`src/rtl/eql_pkg.sv`:
```
// Shared width helpers for index and count fields sized from an entry count.
// Latency: none (elaboration-time functions only).
// Backpressure: not applicable.
package eql_pkg;

  // Bits needed to address depth entries (at least one bit).
  function automatic int idx_w(input int depth);
    return (depth > 1) ? $clog2(depth) : 1;
  endfunction

  // Bits needed to hold a count from 0 up to and including depth.
  function automatic int cnt_w(input int depth);
    return $clog2(depth + 1);
  endfunction

endpackage

```
`src/rtl/eql_cmp.sv`:
```
// Equality comparator between a stored entry and a search key.
// Latency: combinational.
// Backpressure: not applicable.
module eql_cmp #(
  parameter int WIDTH = 4
) (
  input  logic [WIDTH-1:0] a_dat,
  input  logic [WIDTH-1:0] b_dat,
  output logic             eq
);

  assign eq = (a_dat == b_dat);

endmodule

```
`src/rtl/eql_cam.sv`:
```
// Small register CAM: per-entry valid bits, equality search with lowest-index priority.
// Latency: one cycle from search transfer to registered response.
// Backpressure: srh_rdy drops while a response is held with rsp_rdy low; response outputs hold.
module eql_cam
  import eql_pkg::*;
#(
  parameter int  WIDTH = 4,
  parameter int  DEPTH = 8,
  localparam int IDX_W = idx_w(DEPTH),
  localparam int CNT_W = cnt_w(DEPTH)
) (
  input  logic             clk,
  input  logic             rst,
  input  logic             wr_vld,
  input  logic [IDX_W-1:0] wr_idx,
  input  logic [WIDTH-1:0] wr_dat,
  input  logic             clr,
  input  logic             srh_vld,
  output logic             srh_rdy,
  input  logic [WIDTH-1:0] srh_dat,
  output logic             rsp_vld,
  input  logic             rsp_rdy,
  output logic             rsp_hit,
  output logic [IDX_W-1:0] rsp_idx,
  output logic [DEPTH-1:0] rsp_msk,
  output logic [CNT_W-1:0] cnt
);

  logic [WIDTH-1:0] ent_q [DEPTH];
  logic [WIDTH-1:0] ent_d [DEPTH];
  logic [DEPTH-1:0] vld_q, vld_d;
  logic [CNT_W-1:0] cnt_q, cnt_d;

  logic             rsp_vld_q, rsp_vld_d;
  logic             rsp_hit_q, rsp_hit_d;
  logic [IDX_W-1:0] rsp_idx_q, rsp_idx_d;
  logic [DEPTH-1:0] rsp_msk_q, rsp_msk_d;

  logic             wr_en;
  logic             srh_fire;
  logic [DEPTH-1:0] cmp_eq;
  logic [DEPTH-1:0] match;
  logic [IDX_W-1:0] match_idx;

  // Writes outside the populated range are dropped; writes during reset are ignored too.
  assign wr_en = wr_vld && (32'(wr_idx) < DEPTH) && !rst;

  // Searches see the pre-edge table, so same-cycle writes/clears never leak into a result.
  for (genvar i = 0; i < DEPTH; i++) begin : g_cmp
    eql_cmp #(.WIDTH(WIDTH)) u_cmp (
      .a_dat (ent_q[i]),
      .b_dat (srh_dat),
      .eq    (cmp_eq[i])
    );
  end

  assign match    = cmp_eq & vld_q;
  assign srh_rdy  = !rsp_vld_q || rsp_rdy;
  assign srh_fire = srh_vld && srh_rdy;

  // Lowest matching index wins; a miss encodes as index 0.
  always_comb begin
    match_idx = '0;
    for (int i = DEPTH - 1; i >= 0; i--) begin
      if (match[i]) match_idx = IDX_W'(i);
    end
  end

  // Next table state: clear first, then the same-cycle write survives it.
  always_comb begin
    ent_d = ent_q;
    vld_d = clr ? '0 : vld_q;
    if (wr_en) begin
      ent_d[wr_idx] = wr_dat;
      vld_d[wr_idx] = 1'b1;
    end
    cnt_d = '0;
    for (int i = 0; i < DEPTH; i++) begin
      cnt_d = cnt_d + CNT_W'(vld_d[i]);
    end
  end

  // Response register: load on transfer, drop on consume, otherwise hold.
  always_comb begin
    rsp_vld_d = rsp_vld_q;
    rsp_hit_d = rsp_hit_q;
    rsp_idx_d = rsp_idx_q;
    rsp_msk_d = rsp_msk_q;
    if (srh_fire) begin
      rsp_vld_d = 1'b1;
      rsp_hit_d = |match;
      rsp_idx_d = match_idx;
      rsp_msk_d = match;
    end else if (rsp_rdy) begin
      rsp_vld_d = 1'b0;
    end
  end

  // Entry payloads carry no reset; their valid bits qualify them.
  always_ff @(posedge clk) begin
    ent_q <= ent_d;
  end

  // Control state with synchronous reset.
  always_ff @(posedge clk) begin
    if (rst) begin
      vld_q     <= '0;
      cnt_q     <= '0;
      rsp_vld_q <= 1'b0;
      rsp_hit_q <= 1'b0;
      rsp_idx_q <= '0;
      rsp_msk_q <= '0;
    end else begin
      vld_q     <= vld_d;
      cnt_q     <= cnt_d;
      rsp_vld_q <= rsp_vld_d;
      rsp_hit_q <= rsp_hit_d;
      rsp_idx_q <= rsp_idx_d;
      rsp_msk_q <= rsp_msk_d;
    end
  end

  assign rsp_vld = rsp_vld_q;
  assign rsp_hit = rsp_hit_q;
  assign rsp_idx = rsp_idx_q;
  assign rsp_msk = rsp_msk_q;
  assign cnt     = cnt_q;

endmodule

```
`config.mk`:
```
export PLATFORM = sky130hd
export DESIGN_NAME = eql_cam
export DESIGN_NICKNAME = d
export VERILOG_FILES = /design/src/rtl/eql_pkg.sv /design/src/rtl/eql_cmp.sv /design/src/rtl/eql_cam.sv
export SDC_FILE = /design/constraint.sdc
export NUM_CORES = 1
export LEC_CHECK = 0
export BUFFER_PORTS_ARGS = -buffer_cell sky130_fd_sc_hd__buf_2
export CAP_MARGIN = 15
export CORE_ASPECT_RATIO = 1.1
export CORE_MARGIN = 3
export CORE_UTILIZATION = 35
export CTS_CLUSTER_SIZE = 24
export DETAILED_ROUTE_END_ITERATION = 16
export GPL_TIMING_DRIVEN = 0
export SETUP_SLACK_MARGIN = 0.3
export SYNTH_ARGS = -nofsm -noshare
export SYNTH_HDL_FRONTEND = slang
export SYNTH_SLANG_ARGS = --single-unit
```
`constraint.sdc`:
```
create_clock -name clk -period 4.6 [get_ports clk]
set_clock_uncertainty 0.15 [all_clocks]
set_input_delay 0 -clock clk [delete_from_list [all_inputs] [get_ports clk]]
set_output_delay 0 -clock clk [all_outputs]
set_load 0.03 [all_outputs]
```
After elaboration in Yosys (flattened, before gate mapping):

Index checks and enable logic that the tools add are counted.

* add/subtract/negate cells: 7
* order comparisons: 4
* eq/ne operators: 8
* muxes and demuxes: 17
* bitwise gates (word level): 3
* reductions and logical operators: 9

Operators by type and width (count)
* $bwmux W32: 1
* $eq A4 B4 Y1: 8
* $mux W3: 8
* $add A4 B1 Y4: 4
* $mux W8: 2
* $demux W4 S3: 1
* $and A8 B8 Y8: 1
* $or A8 B8 Y8: 1
* $reduce_or A8 Y1: 1
* $add A3 B1 Y4: 1
* $ge A4 B4 Y1 const B: 1
* $logic_and A1 B1 Y1: 4
* $lt A3 B4 Y1 const B: 1
* $lt A4 B1 Y1 const B: 1
* $mux W4: 1
* $not A3 Y4: 1
* $add A2 B1 Y3: 1
* $demux W1 S3: 1
* $ge A3 B1 Y1 const B: 1
* $mux W1: 3
* $add A1 B1 Y2: 1
* $logic_not A1 Y1: 2
* $reduce_bool A2 Y1: 1
* $logic_or A1 B1 Y1: 1

* bits in registers: 57
* bits of input ports: 17
* output and inout bits: 18

Depth between registers and ports, before layout:

* depth after elaboration: 13
* mapped depth: 14
* depth with buffers taken out: 13

Hierarchy:

A second synthesis with hierarchy kept.

* cell total of the unflattened synthesis: 203
* area, all modules: 2493.6 um^2

Modules (own cells, without submodules)
* eql_cam: times used 1, cells an instance 163, area each 2113.3 um^2, sequential area each 1461.4 um^2
* eql_cmp: times used 8, cells an instance 5, area each 47.5 um^2, sequential area each 0.0 um^2

Worst setup path after synthesis:

OpenSTA, ideal clock, no wires.

* path kind: input-to-reg
* start: input rst
* end: register cnt_q[2] (netlist: cnt[2])
* library setup time: 128 ps
* data arrival time: 3157 ps
* required time: 4322 ps
* setup slack: 1165 ps
* cell stages on the path: 14
* path buffers: 1
* cells stage by stage: buf_6 -> or3b_2 -> nor3_2 -> a21o_1 -> fa_1 -> inv_1 -> fa_1 -> fa_1 -> inv_1 -> ha_1 -> inv_1 -> fa_1 -> xor2_1 -> nor2_1

* word-level cells in the longest chain between the ends: 10

Ends and longest elaborated chain
* start: declaration: line eql_cam.sv:13 `input logic rst,`
* $logic_not A1 Y1: line eql_cam.sv:46 `assign wr_en = wr_vld && (32'(wr_idx) < DEPTH) && !rst;`
* $logic_and A1 B1 Y1: line eql_cam.sv:46
* $mux W8: line eql_cam.sv:73 `if (wr_en) begin`
* via vld_d[0]: line eql_cam.sv:31 `logic [DEPTH-1:0] vld_q, vld_d;`
* $add A1 B1 Y2: line eql_cam.sv:79 `cnt_d = cnt_d + CNT_W'(vld_d[i]);`
* $add A2 B1 Y3: line eql_cam.sv:79
* $add A3 B1 Y4: line eql_cam.sv:79
* $add A4 B1 Y4 (4 in series): line eql_cam.sv:79
* end signal: assignment: line eql_cam.sv:115 `cnt_q <= cnt_d;`
* end: declaration: line eql_cam.sv:32 `logic [CNT_W-1:0] cnt_q, cnt_d;`

The timed path passes the listed nets, and every way through them passes these cells.
A chain may end at the register's enable or synchronous reset.

Final worst setup path:

Ends and elaborated chain as after synthesis.

==> reports/qor.csv <==
metric;value;unit
outcome;complete, no violations;
synth.area.mux_share;0;%
hold_buffers;11;
relSlewSlack;52.88;%
grt_overflow;0;
top_layer_used;met4;
synth_top_family_by_area;simple AND/OR/NAND/NOR gates;
io-pin-count;35;
max-vdd-ir-drop;0.1601;mV
routedWlPerCell;14.47;µm
synth_cell_type_count;35;
p_clk_share;42.0;%
htreeDepth;3;
cts_tree;done;
setup_ws;700.7;ps
cp_top_family;adder cells;
placed_area;0.002770;mm²
setup_viol;0;
final_core_util;45.42;%
min_period;3899;ps
stdcell_area;0.003083;mm²
die_w;86.94;µm
worst_pin_slew;701.4;ps
ant_nets;0;
grt_pass1_wl;8369;µm
hold_path.class;input pin to flip-flop;
cts_buffer_depth;2;
wl_met1;2243;µm
cts_root_buffer;clkbuf_8;
critPathKind;input pin to flip-flop;
p_switching;0.2408;mW
critPathArrivalTime;3950;ps
nets;290;
combPwrFrac;7.8;%
firstDrtPassIters;4;
synth_cells;215;
cts_sinks;57;
synth_largest_area_cell;edfxtp_1;
syn_area;0.002522;mm²
num_rows;31;
grt_max_degree;11;
switching_share;22.00;%
dp_slack;895.0;ps
antenna_cells;0;
hold_viol;0;
gp_congestion;0.7577;
crit_chain;dlygate4sd3_1, buf_6, nand3b_1, nor3_1, a21o_1, fa_1, inv_1, fa_1, fa_1, inv_1, ha_1, inv_1, fa_1, xor2_1, nor2_1;
seq_power_share;50.3;%
end_kind;flip-flop;
yosysWarnings;0;
synth-simple-area-share;15.53;%
start_util;37.16;%
wl_met3;215;µm
postCtsResizedCells;0;
die_h;95.04;µm
synth_top_area_share;38.10;%
yosysSeqAreaShare;57.94;%
max_freq;256.5;MHz
dp_hpwl;3660;µm
n_fill_cell;655;
syn_avg_cell_area;11.73;µm²
antenna_found_initial;0;
routed_wirelength;5107;µm
crit_buf_inv;5;
clk_transition_reported_paths;60;ps
synthXorXnorAreaFrac;11.46;%
io_buffers;29;
die-area;0.008262;mm²
track_usage;13.84;%
vias_per_cell;4.714;
drt_iter0_markers;72;
synth_fa_ha_area_share;4.663;%
wl_met2;2590;µm
worst_path_most_repeated_cell;fa_1;
r2r_slack;1430;ps
synth_compound_area_share;5.952;%
maxCapViolCount;0;
area_growth;22.22;%
grt_pass1_vias;1631;
crit_path_max_incr_delay;600;ps
p_int;0.8539;mW
finalCritPeriodShare;84.77;%
insertion_delay;330;ps
post-cts-setup-buffers;0;
final_layout_size_suffix_gt1_share;21.03;%
final-max-slew-violation-count;0;
rsz0062_at_grt;false;
ys_ff_latch;57;
drcViolationCount;0;
hold_ws;32.37;ps
power.density;355.1;mW/mm²
vias;1664;
synth_nets;239;
synth_area_leaders;edfxtp_1 (38%), dfxtp_1 (20%), xor2_1 (7.3%);
crit_slowest_cell;nor3_1;
cts-buffers-inserted;9;
worstSetupStartpointType;input pin;
crit_fanout;9;
power_leakage;1.198;nW
core_area;0.006788;mm²
worst_ep_required_time;4650;ps
fin_tns_setup;0;ps
-- per-stage QoR --
stage          std cells  power, mW
4_1_cts              353      1.108
6_report             353      1.095
2_1_floorplan        215     0.6148
3_3_place_gp         326     0.6397
5_1_grt              353      1.138
3_5_place_dp         326     0.6408
-- worst paths after layout --
path,endpoint,cells after the start,start
setup / recovery,cnt[2]$_SDFF_PP0_,15,rst
setup reg to reg,cnt[2]$_SDFF_PP0_,12,vld_q[3]$_SDFF_PP0_
hold reg to reg,rsp_msk[4]$_SDFFE_PP0P_,2,rsp_msk[4]$_SDFFE_PP0P_
hold / removal,rsp_msk[5]$_SDFFE_PP0P_,6,srh_dat[2]
-- worst min-delay path, cell delays in order --
cell,delay [ps]
buf_6,140
xnor2_1,80
nand2_1,80
nor4_2,50
nand2_1,60
a21oi_1,50
-- state kept, by name (all words and copies together), names as in the netlist --
signal and flops:
cnt 4, rsp_idx 3, rsp_hit 1, rsp_msk 8
rsp_vld 1, ent_q 32, vld_q 8
-- layout make-up --
type                            count  area (µm²)  area share (%)
Tap cell                           82       102.6           3.328
Inverter                           10       37.54           1.218
Multi-Input combinational cell    139       948.4           30.76
Clock inverter                      1       5.005          0.1623
Timing Repair Buffer               40       255.2           8.279
Sequential cell                    57        1461           47.40
Buffer                              9       75.07           2.435
Clock buffer                       15       197.7           6.412
-- logic make-up (layout without fill, tap and decap cells) --
family	Yosys count	after routing
xor+xnor	33	33
compound gates	25	25
fa+ha+maj	7	7
simple gates	74	74
buf+inv	19	75
flops	57	57
-- per-layer routing --
metal,track usage [%],vias to the layer above
met4,3.506,0
met2,23.42,36
met1,16.51,791
met3,5.272,8
li1,-,829
met5,0,-
-- placed cells by master, fill, tap and decap left out, drive strengths merged --
master / n
buf: 34
edfxtp: 32
dfxtp: 25
nand2: 21
xor2: 21
nor2: 20
clkbuf: 19
a21oi: 15
xnor2: 12
dlygate4sd3: 11
inv: 10
nor2b: 8
nor3: 6
nor4: 5
nand2b: 4
fa: 4
nand3: 3
ha: 3
o22ai: 2
a21o: 2
or2: 2
or3b: 1
nand3b: 1
nor3b: 1
and2: 1
a311oi: 1
a32o: 1
o21ai: 1
a22o: 1
a211oi: 1
o31ai: 1
and3: 1
clkinv: 1
-- synthesized netlist by cell type, drive strengths merged --
library cell / n
edfxtp: 32
dfxtp: 25
nand2: 21
xor2: 21
nor2: 20
a21oi: 15
xnor2: 12
inv: 10
nor2b: 8
nor3: 6
buf: 5
nor4: 5
clkbuf: 4
fa: 4
nand2b: 4
ha: 3
nand3: 3
a21o: 2
o22ai: 2
or2: 2
a211oi: 1
a22o: 1
a311oi: 1
a32o: 1
and2: 1
and3: 1
nand3b: 1
nor3b: 1
o21ai: 1
o31ai: 1
or3b: 1
-- power groups by stage --
stage | registers (mW) | clock network, mW | logic (mW)
3_3_place_gp | 0.561 | 0 | 0.0787
4_1_cts | 0.550 | 0.470 | 0.0869
2_1_floorplan | 0.566 | 0 | 0.0488
6_report | 0.550 | 0.459 | 0.0851
5_1_grt | 0.551 | 0.492 | 0.0951
3_5_place_dp | 0.561 | 0 | 0.0795
Note: power is estimated with default switching activity, not from simulation.
